$ cat src/rtl/keypad_scan_decoder.sv
// Scans a 4x4 active-low matrix keypad one row at a time and debounces whole
// scan frames into a single accepted key code, a one-cycle valid pulse and a held level.
module keypad_scan_decoder #(
  parameter int SCAN_DIV        = 100000,
  parameter int DEBOUNCE_FRAMES = 3
) (
  input  logic       i_clk,
  input  logic       i_reset_n,
  input  logic [3:0] i_col,
  output logic [3:0] o_row,
  output logic [3:0] o_key,
  output logic       o_key_valid,
  output logic       o_key_held
);

  localparam int PW = $clog2(SCAN_DIV);
  localparam int CW = $clog2(DEBOUNCE_FRAMES + 1);

  typedef enum logic [1:0] {IDLE, CAND, PRESSED, REL} state_t;

  logic [3:0]    colMeta_q, colSync_q;
  logic [PW-1:0] presc_q;
  logic [1:0]    rowIdx_q;
  logic [3:0]    row_q;
  logic [1:0]    accCnt_q;
  logic [3:0]    accFirst_q;
  state_t        state_q, state_d;
  logic [3:0]    cand_q, cand_d;
  logic [CW-1:0] cnt_q, cnt_d;
  logic [3:0]    key_q, key_d;
  logic          valid_q, valid_d;

  logic       tick, frameEnd;
  logic [3:0] pressed;
  logic [2:0] rowHits;
  logic [1:0] firstCol;
  logic [2:0] hitSum;
  logic [1:0] frameCnt;
  logic [3:0] frameFirst;

  assign tick     = (presc_q == PW'(SCAN_DIV - 1));
  assign frameEnd = tick && (rowIdx_q == 2'd3);

  // Merge the current row's sample into the running frame totals; the press
  // count saturates at 2 since only NONE/KEY/MULTI matters.
  always_comb begin
    pressed  = ~colSync_q;
    rowHits  = 3'd0;
    firstCol = 2'd0;
    for (int k = 0; k < 4; k++) begin
      rowHits = rowHits + 3'(pressed[k]);
    end
    for (int k = 3; k >= 0; k--) begin
      if (pressed[k]) firstCol = 2'(k);
    end
    hitSum     = {1'b0, accCnt_q} + rowHits;
    frameCnt   = (hitSum >= 3'd2) ? 2'd2 : hitSum[1:0];
    frameFirst = (accCnt_q == 2'd0) ? {rowIdx_q, firstCol} : accFirst_q;
  end

  always_ff @(posedge i_clk or negedge i_reset_n) begin
    if (!i_reset_n) begin
      colMeta_q  <= 4'b1111;
      colSync_q  <= 4'b1111;
      presc_q    <= '0;
      rowIdx_q   <= 2'd0;
      row_q      <= 4'b1110;
      accCnt_q   <= 2'd0;
      accFirst_q <= 4'd0;
    end else begin
      colMeta_q <= i_col;
      colSync_q <= colMeta_q;
      presc_q   <= tick ? '0 : presc_q + PW'(1);
      if (tick) begin
        rowIdx_q <= rowIdx_q + 2'd1;
        row_q    <= {row_q[2:0], row_q[3]};
        if (rowIdx_q == 2'd3) begin
          accCnt_q   <= 2'd0;
          accFirst_q <= 4'd0;
        end else begin
          accCnt_q   <= frameCnt;
          accFirst_q <= frameFirst;
        end
      end
    end
  end

  always_ff @(posedge i_clk or negedge i_reset_n) begin
    if (!i_reset_n) begin
      state_q <= IDLE;
      cand_q  <= 4'd0;
      cnt_q   <= '0;
      key_q   <= 4'd0;
      valid_q <= 1'b0;
    end else begin
      state_q <= state_d;
      cand_q  <= cand_d;
      cnt_q   <= cnt_d;
      key_q   <= key_d;
      valid_q <= valid_d;
    end
  end

  // Debounce FSM; it only moves on a frame-end tick, using the frame verdict.
  always_comb begin
    state_d = state_q;
    cand_d  = cand_q;
    cnt_d   = cnt_q;
    key_d   = key_q;
    valid_d = 1'b0;
    if (frameEnd) begin
      unique case (state_q)
        IDLE: begin
          if (frameCnt == 2'd1) begin
            cand_d  = frameFirst;
            cnt_d   = CW'(1);
            state_d = CAND;
          end
        end
        CAND: begin
          if (frameCnt == 2'd1 && frameFirst == cand_q) begin
            if (cnt_q >= CW'(DEBOUNCE_FRAMES - 1)) begin
              cnt_d   = CW'(DEBOUNCE_FRAMES);
              key_d   = cand_q;
              valid_d = 1'b1;
              state_d = PRESSED;
            end else begin
              cnt_d = cnt_q + CW'(1);
            end
          end else if (frameCnt == 2'd1) begin
            cand_d = frameFirst;
            cnt_d  = CW'(1);
          end else begin
            state_d = IDLE;
          end
        end
        PRESSED: begin
          if (frameCnt == 2'd0) begin
            cnt_d   = CW'(1);
            state_d = REL;
          end
        end
        REL: begin
          if (frameCnt == 2'd0) begin
            if (cnt_q >= CW'(DEBOUNCE_FRAMES - 1)) begin
              cnt_d   = CW'(DEBOUNCE_FRAMES);
              state_d = IDLE;
            end else begin
              cnt_d = cnt_q + CW'(1);
            end
          end else begin
            state_d = PRESSED;
          end
        end
        default: state_d = IDLE;
      endcase
    end
  end

  assign o_row       = row_q;
  assign o_key       = key_q;
  assign o_key_valid = valid_q;
  assign o_key_held  = (state_q == PRESSED) || (state_q == REL);

endmodule

$ cat config.mk
export PLATFORM = sky130hd
export DESIGN_NAME = keypad_scan_decoder
export DESIGN_NICKNAME = d
export VERILOG_FILES = /design/src/rtl/keypad_scan_decoder.sv
export SDC_FILE = /design/constraint.sdc
export NUM_CORES = 1
export LEC_CHECK = 0
export ABC_CLOCK_PERIOD_IN_PS = 8660
export BUFFER_PORTS_ARGS = -buffer_cell sky130_fd_sc_hd__buf_2
export CORE_ASPECT_RATIO = 0.8
export CORE_MARGIN = 3
export CORE_UTILIZATION = 25
export CTS_CLUSTER_SIZE = 10
export DETAILED_ROUTE_END_ITERATION = 8
export HOLD_SLACK_MARGIN = 0.12
export PLACE_DENSITY_LB_ADDON = 0.12
export SKIP_LAST_GASP = 1
export SYNTH_ARGS = -nofsm -noshare
export SYNTH_HDL_FRONTEND = slang
export SYNTH_SLANG_ARGS = --single-unit
$ cat constraint.sdc
create_clock -name i_clk -period 8.66 [get_ports i_clk]
set_input_delay 0 -clock i_clk [delete_from_list [all_inputs] [get_ports i_clk]]
set_output_delay 0 -clock i_clk [all_outputs]
set_load 0.005 [all_outputs]
==> reports/results.ini <==
[clocking]
clk_pin_slew_ps=70
post_cts_buffers=0
cts-buffers-inserted=5
clock-root-buffer=clkbuf_16
cts_resized=0
cts_max_level=2
clock_sinks=50
clk_latency_ps=290
clockBufferDepth=2
postCtsHoldBufs=5
cts_tree=built

[timing]
maxSlewViolCount=0
fin_crit_sh_pct=39.4
rsz0062_at_grt=false
max-slew-margin-rel_pct=51.4
finalCriticalPeriod_ps=3410
finClkSkew_ps=5.51
worstMarginPinSlew_ps=726
hold_slack_ps=353
max_freq_mhz=293
fin_setup_tns_ps=0
setup_violations=0
hold_viol_final=0
setup_ws_ps=5250

[final_layout]
area_delta_synth_final_pct=17.9
drive_gt1_share_pct=18.4
nets=260
fillCellCount=946
layout_commonest_cell=dfrtp_1
most-common-layout-cells=39 x dfrtp_1, 31 x nand2_1, 25 x nor2_1, 15 x buf_2, 13 x nand3_1
antennaDiodeCount=0

[yosys]
synth_edf_count=0
async_flop_share_pct=100
avgSynthCellArea_um2=10.6
yosys_warnings=0
synthDistinctLibCells=45
syn_inst=226
syn_nets=237
synth-seq-cells=50
syn_area_um2=2390
synth_ff_type=dfrtp_1
ys_seq_area_share_pct=52.8

[min_path]
worstHoldPathType=input pin to register
hp-start=i_col[0]
hold_depth=2
holdPathEnd=colMeta_q[0]

[die]
core_um2=9190
pin_count=16
dieArea_um2=10800
die_width_um=115
die_h_um=93.5
fp-row-count=31
start_util_pct=26.0

[critical_path]
worstPathMaxFanout=4
critPathKind=register to register
r2r-start=accCnt_q[0]
crit_path_start_kind=register
reg2regPathDepth=10
cp-end-kind=register
r2r_slack_ps=5250
cp.required_ps=8830
crit_arrival_ps=3590
r2r_end=o_key[0]

[routing]
antenna_left=0
viasPerCell=4.48
dr.first_iter.drc_count=92
wl_per_cell_um=14.0
num_vias=1637
drt-total-wl_mm=5.10
first_pass_iters=4
drcViolationCount=0

[power_and_ir_drop]
ir_drop_mv=0.0475
power.density_nw_per_um2=168
leakagePower_nw=1.34

[placement]
io_buffers=15
place_ws_ps=5290
dp_hpwl_mm=3.54
routabilityCongestion=0.747

[outcome]
status=finished, final reports clean

[grt]
grt_pass1_vias=1682
grt_max_degree=51
grt_pass1_wl_mm=8.83
antenna_found_initial=0
grt_usage_pct=10.6
overflow=0

[flow_run]
max_cap_viol_count=0

==> cells by family after synthesis <==
group           Yosys count  synth area share, %
compound gates           23                 7.16
fa+ha+maj                 5                 3.55
xor+xnor                 20                 7.32
simple gates            105                 22.5
mux                       8                 4.23
flops                    50                 52.8
buf+inv                  15                 2.35
==> worst max-delay path by stage <==
| stage | start | to | slack [ps] | depth (start not counted) |
|---|---|---|---|---|
| 4_1_cts | accCnt_q[0] | o_key[0] | 5270 | 10 |
| 2_1_floorplan | colSync_q[0] | cand_q[1] | 5470 | 9 |
| 6_report | accCnt_q[0] | o_key[0] | 5250 | 10 |
| 5_1_grt | accCnt_q[0] | o_key[3] | 5090 | 10 |
| 3_3_place_gp | accCnt_q[0] | o_key[0] | 5360 | 10 |
| 3_5_place_dp | accCnt_q[0] | o_key[2] | 5290 | 10 |
==> cells in the mapped netlist (4+ instances only) <==
| cell | instances | share of area [%] |
|---|---|---|
| nand3_1 | 13 | 2.7 |
| clkbuf_1 | 6 | 0.94 |
| xor2_1 | 12 | 4.4 |
| and3_1 | 4 | 1.0 |
| o21ai_0 | 4 | 0.84 |
| inv_1 | 9 | 1.4 |
| dfrtp_1 | 39 | 41 |
| nor2_1 | 25 | 3.9 |
| a21oi_1 | 4 | 0.84 |
| nand2_1 | 31 | 4.9 |
| xnor2_1 | 8 | 2.9 |
| dfstp_2 | 11 | 12 |
| nor3_1 | 9 | 1.9 |
| mux2_1 | 4 | 1.9 |
==> power by group <==
part           internal, mW  switching, mW  leakage (nW)  total, mW
clock                 0.131         0.0835        0.0832      0.214
combinational       0.00775         0.0141         0.612     0.0218
sequential            0.237        0.00116         0.646      0.238
==> metrics by stage <==
stage | utilization (%) | power (mW) | instances | area, µm²
2_1_floorplan | - | 0.253 | 226 | 2390
3_3_place_gp | 28.3 | 0.263 | 352 | 2610
3_5_place_dp | 28.3 | 0.263 | 352 | 2610
4_1_cts | 30.7 | 0.484 | 365 | 2820
5_1_grt | 30.7 | 0.499 | 365 | 2820
6_report | 30.7 | 0.474 | 365 | 2820
==> layout make-up <==
class	instances	area (µm²)	share of cell area (%)
tap	115	144	5.10
multi-input combinational	161	1070	38.0
sequential	50	1260	44.8
timing repair buffer	22	140	4.97
inverter	9	33.8	1.20
clock buffer	8	166	5.90
==> registers in the layout, summed over array words and instances, names as in the netlist <==
name	count
o_row	4
accFirst_q	4
o_key	4
accCnt_q	2
cand_q	4
colMeta_q	4
o_key_valid	1
colSync_q	4
presc_q	17
rowIdx_q	2
state_q	2
cnt_q	2
==> worst max-delay path: stages, from the launching register on <==
cell and delay, ps:
dfrtp_1 360, inv_1 70, fa_1 500, inv_1 50, fa_1 380, fa_1 520
nor2_1 240, nand2_1 140, or4_4 470, nor3_4 230, mux2_1 350
==> layer usage <==
| layer | part of all wire, % | up-vias | track usage [%] |
|---|---|---|---|
| li1 | - | 822 | - |
| met1 | 57 | 790 | 16.8 |
| met2 | 38 | 23 | 13.4 |
| met3 | 4.1 | 2 | 3.56 |
| met4 | 0.61 | 0 | 2.54 |
| met5 | 0 | - | 0 |
Power figures use the tool's default switching activity.
